`src/rtl/inst_buffer.sv`:
```
// rtl/inst_buffer.sv - fetch-to-decode instruction buffer, circular FIFO with multi-lane push/pop
module inst_buffer #(
  parameter int FETCH_WIDTH    = 2,
  parameter int ISSUE_WIDTH    = 2,
  parameter int DEPTH          = 8,
  parameter int ADDR_WIDTH     = 32,
  parameter int INST_WIDTH     = 32,
  parameter int EXCP_NUM_WIDTH = 4
) (
  input  logic                                   clk,
  input  logic                                   rst,
  input  logic                                   flush,
  input  logic [FETCH_WIDTH-1:0]                 fetch_valid_i,
  input  logic [FETCH_WIDTH*ADDR_WIDTH-1:0]      fetch_pc_i,
  input  logic [FETCH_WIDTH*INST_WIDTH-1:0]      fetch_inst_i,
  input  logic [FETCH_WIDTH-1:0]                 fetch_excp_i,
  input  logic [FETCH_WIDTH*EXCP_NUM_WIDTH-1:0]  fetch_excp_num_i,
  output logic                                   fetch_ready_o,
  output logic [ISSUE_WIDTH-1:0]                 id_valid_o,
  output logic [ISSUE_WIDTH*ADDR_WIDTH-1:0]      id_pc_o,
  output logic [ISSUE_WIDTH*INST_WIDTH-1:0]      id_inst_o,
  output logic [ISSUE_WIDTH-1:0]                 id_excp_o,
  output logic [ISSUE_WIDTH*EXCP_NUM_WIDTH-1:0]  id_excp_num_o,
  input  logic [ISSUE_WIDTH-1:0]                 id_accept_i,
  output logic [$clog2(DEPTH+1)-1:0]             count_o
);

  localparam int PTR_W = $clog2(DEPTH);
  localparam int CNT_W = $clog2(DEPTH+1);
  localparam logic [CNT_W-1:0] READY_MAX = CNT_W'(DEPTH - FETCH_WIDTH);

  logic [ADDR_WIDTH-1:0]     pc_mem       [DEPTH];
  logic [INST_WIDTH-1:0]     inst_mem     [DEPTH];
  logic                      excp_mem     [DEPTH];
  logic [EXCP_NUM_WIDTH-1:0] excp_num_mem [DEPTH];

  logic [PTR_W-1:0] head;
  logic [PTR_W-1:0] tail;
  logic [CNT_W-1:0] count;

  logic [CNT_W-1:0] push_cnt;
  logic [CNT_W-1:0] push_taken;
  logic [CNT_W-1:0] pop_cnt;
  logic             pop_run;
  logic [PTR_W-1:0] wr_idx [FETCH_WIDTH];

  // Readiness uses the registered count only, so same-cycle pops never raise it.
  assign fetch_ready_o = (count <= READY_MAX);
  assign count_o       = count;

  // Compaction: each valid lane lands at tail plus the number of valid lanes below it.
  always_comb begin
    push_cnt = '0;
    for (int i = 0; i < FETCH_WIDTH; i++) begin
      wr_idx[i] = tail + PTR_W'(push_cnt);
      if (fetch_valid_i[i]) begin
        push_cnt = push_cnt + CNT_W'(1);
      end
    end
  end

  assign push_taken = fetch_ready_o ? push_cnt : '0;

  always_comb begin
    pop_cnt = '0;
    pop_run = 1'b1;
    for (int i = 0; i < ISSUE_WIDTH; i++) begin
      if (pop_run && id_accept_i[i] && id_valid_o[i]) begin
        pop_cnt = pop_cnt + CNT_W'(1);
      end else begin
        pop_run = 1'b0;
      end
    end
  end

  always_ff @(posedge clk) begin
    if (rst || flush) begin
      head  <= '0;
      tail  <= '0;
      count <= '0;
    end else begin
      head  <= head + PTR_W'(pop_cnt);
      tail  <= tail + PTR_W'(push_taken);
      count <= count + push_taken - pop_cnt;
    end
  end

  // Writes only touch free slots, so storage needs neither reset nor flush gating.
  always_ff @(posedge clk) begin
    if (fetch_ready_o) begin
      for (int i = 0; i < FETCH_WIDTH; i++) begin
        if (fetch_valid_i[i]) begin
          pc_mem[wr_idx[i]]       <= fetch_pc_i[i*ADDR_WIDTH +: ADDR_WIDTH];
          inst_mem[wr_idx[i]]     <= fetch_inst_i[i*INST_WIDTH +: INST_WIDTH];
          excp_mem[wr_idx[i]]     <= fetch_excp_i[i];
          excp_num_mem[wr_idx[i]] <= fetch_excp_num_i[i*EXCP_NUM_WIDTH +: EXCP_NUM_WIDTH];
        end
      end
    end
  end

  for (genvar g = 0; g < ISSUE_WIDTH; g++) begin : g_out
    logic [PTR_W-1:0] rd_idx;
    assign rd_idx        = head + PTR_W'(g);
    assign id_valid_o[g] = (count > CNT_W'(g));
    assign id_pc_o[g*ADDR_WIDTH +: ADDR_WIDTH] = id_valid_o[g] ? pc_mem[rd_idx] : '0;
    assign id_inst_o[g*INST_WIDTH +: INST_WIDTH] = id_valid_o[g] ? inst_mem[rd_idx] : '0;
    assign id_excp_o[g] = id_valid_o[g] ? excp_mem[rd_idx] : 1'b0;
    assign id_excp_num_o[g*EXCP_NUM_WIDTH +: EXCP_NUM_WIDTH] =
      id_valid_o[g] ? excp_num_mem[rd_idx] : '0;
  end

endmodule

```
`config.mk`:
```
export PLATFORM = sky130hd
export DESIGN_NAME = inst_buffer
export DESIGN_NICKNAME = d
export VERILOG_FILES = /design/src/rtl/inst_buffer.sv
export SDC_FILE = /design/constraint.sdc
export NUM_CORES = 1
export LEC_CHECK = 0
export CAP_MARGIN = 10
export CORE_ASPECT_RATIO = 0.75
export CORE_MARGIN = 2
export CORE_UTILIZATION = 40
export CTS_CLUSTER_SIZE = 16
export DETAILED_ROUTE_END_ITERATION = 12
export DONT_BUFFER_PORTS = 1
export PLACE_DENSITY_LB_ADDON = 0.15
export SLEW_MARGIN = 25
export SYNTH_ARGS = -nofsm -noshare
export SYNTH_HDL_FRONTEND = slang
export SYNTH_SLANG_ARGS = --single-unit
```
`constraint.sdc`:
```
create_clock -name clk -period 9.3 [get_ports clk]
set_input_delay 2.79 -clock clk [delete_from_list [all_inputs] [get_ports clk]]
set_output_delay 2.79 -clock clk [all_outputs]
set_load 0.005 [all_outputs]
```
==> out/qor.yml <==
max_cap_viol_count: 0
grt-ovfl-total: 0
synth_cell_types: 38
layout-drive-gt1-share: 0.5226
period_minus_slack_ns: 6.671
drt_iter0_markers: 1606
mappedNetlistNets: 1937
final_cell_mix: "edfxtp_1 (552), mux2_2 (435), mux4_2 (276)"
wl_mm: 96.78
synth-seq-cells: 562
nNetsFinal: 1890
dieArea_sq_mm: 0.08279
die_w_um: 331.6
htree_num_levels: 2
avgViaCountPerCell: 6.470
gr-usage-met3: 0.05695
max_slew.worst_pin.slew_ns: 1.018
syn2layout_area_growth_pct: 9.464
antenna_cells: 0
cts_root_buffer: "clkbuf_16"
cts_setup_buffers: 0
vias: 18300
wl_per_cell_um: 34.22
tns_ns: 0
core_sq_mm: 0.08006
seq_area_frac_synth: 0.5211
portBuffers: 0
antenna_found_initial: 2
power_leakage_uw: 0.01102
cts_buffer_depth: 3
use_met2: 0.3677
skew_ns: 0.02693
yosys.area.top_type: "edfxtp_1"
drt_first_pass_iters: 5
worstSetupEndpointType: "output pin"
finalSetupViolCount: 0
dp_hpwl_mm: 54.90
ir_worst_vdd_mv: 0.1551
relSlewSlack: 0.3216
critPathLaunchType: "flip-flop"
cp_max_fo: 36
cts_hold_buffers: 0
synthArstFlopShare: 0
floorplan.initialDensity: 0.4021
clock-sinks: 562
busiest_layer: "met2"
status: "finished, final reports clean"
ios: 290
synth_edf_count: 552
cp_data_arrival_time_ns: 3.88
antenna_left: 0
final_common_cell: "edfxtp_1"
yosys_warnings: 0
fillers: 6850
rows: 90
die_height_um: 249.7
synth_area_sq_mm: 0.03219
hold_class: "reg2reg"
fmax_ghz: 0.1499
critical_path_class: "reg2out"
finalHoldViolCount: 0
cts_tree: "built"
grt_pass1_wl_mm: 139.5
grt_use_total: 0.2312
dp_cells: 2723
grtUsageMet1: 0.3206
clkSlewWorstSetupHoldPaths_ns: 0.06
synthCells: 1774
stdcell_count: 2828
rsz0062_at_grt: "no"
syn_avg_cell_area_sq_um: 18.15
clock_latency_ns: 0.64
drv_slew: 0
p_per_area_mw_per_mm2: 235.4
fin_crit_sh: 0.7173
cp.required_ns: 6.51
grt_max_degree: 124
drc_errors: 0
finalPower_uw: 8296
grt_pass1_vias: 19160
synth.top_cell.area_share: 0.5149
cts_buffers: 60
reg2reg_depth: 6
holdPathStages: 2
synth_top_flop_cell: "edfxtp_1"
globalplace.congestion: 0.7433
ctsResizeCount: 0
synthTopCellsByArea: "edfxtp_1 (51%), mux4_2 (19%), mux2_2 (15%), a22o_1 (3.8%), mux2_4 (3.2%)"
[layout make-up]
cell class / instances / area, sq um / area share
multi-input combinational: 1050 / 14820 / 0.4206
clock buffer: 76 / 1583 / 0.04491
clock inverter: 29 / 330.3 / 0.009373
inverter: 11 / 41.29 / 0.001172
sequential: 562 / 16780 / 0.4763
tap: 1058 / 1324 / 0.03756
timing repair buffer: 42 / 356.6 / 0.01012
[synth_stat cells (10+ instances only)]
master and number:
ha_1 14, buf_1 20, a22o_1 138, mux4_2 276, dfxtp_1 10, mux2_2 435, mux2_1 48, clkbuf_1 48
edfxtp_1 552, mux2_4 69, buf_2 74, inv_1 11
[worst paths after layout]
kind | startpoint | slack (ns) | to
worst max-delay path | head[1] | 2.63 | id_pc_o[35]
worst min-delay path | head[2] | 0.64 | head[2]
worst max register to register | count_o[3] | 5.01 | inst_mem[3][22]
worst min register to register | head[2] | 0.64 | head[2]
[layer usage]
metal	vias to the layer above	share of wire	wire (um)
met3	126	0.082	7952
met5	-	0	0
met1	9988	0.43	41740
met2	723	0.47	45240
met4	0	0.019	1844
li1	7461	-	-
[per-stage QoR]
stage	hold WS [ns]	worst slack [ns]	instance area, sq um	utilization
3_5_place_dp	0.6290	3.081	33320	0.4162
4_1_cts	0.6375	2.433	35240	0.4401
3_3_place_gp	0.6439	3.126	33320	0.4162
5_1_grt	0.7078	2.502	35240	0.4401
2_1_floorplan	0.5498	0.7287	32190	-
6_report	0.6383	2.629	35240	0.4401
[critical path: stages, from the launching register on]
cell,delay (ns)
dfxtp_4,0.83
ha_4,0.22
xor2_1,0.27
a21boi_4,0.22
buf_4,0.60
buf_4,0.66
a22o_1,0.32
[cells by family (layout without fill, tap and decap cells)]
group | after synthesis | in the layout | share of synthesized area
AOI/OAI and AO/OA | 153 | 153 | 0.04116
xor gates and xnor gates | 6 | 6 | 0.001633
adders and majority gates | 18 | 18 | 0.007929
buffers and inverters | 162 | 158 | 0.02468
DFF | 562 | 562 | 0.5211
muxes | 829 | 829 | 0.3945
and+or+nand+nor | 44 | 44 | 0.008978
[sequential cells by signal, indices dropped and copies added (netlist names)]
signal	count
count_o	4
pc_mem	256
tail	3
excp_num_mem	32
head	3
excp_mem	8
inst_mem	256
[power by group]
| part | switching [uW] | internal (uW) | leakage, uW |
|---|---|---|---|
| combinational | 1570 | 1140 | 0.00495 |
| sequential | 106 | 3050 | 0.00513 |
| clock | 1030 | 1410 | 0.000936 |
Power figures use the tool's default switching activity.
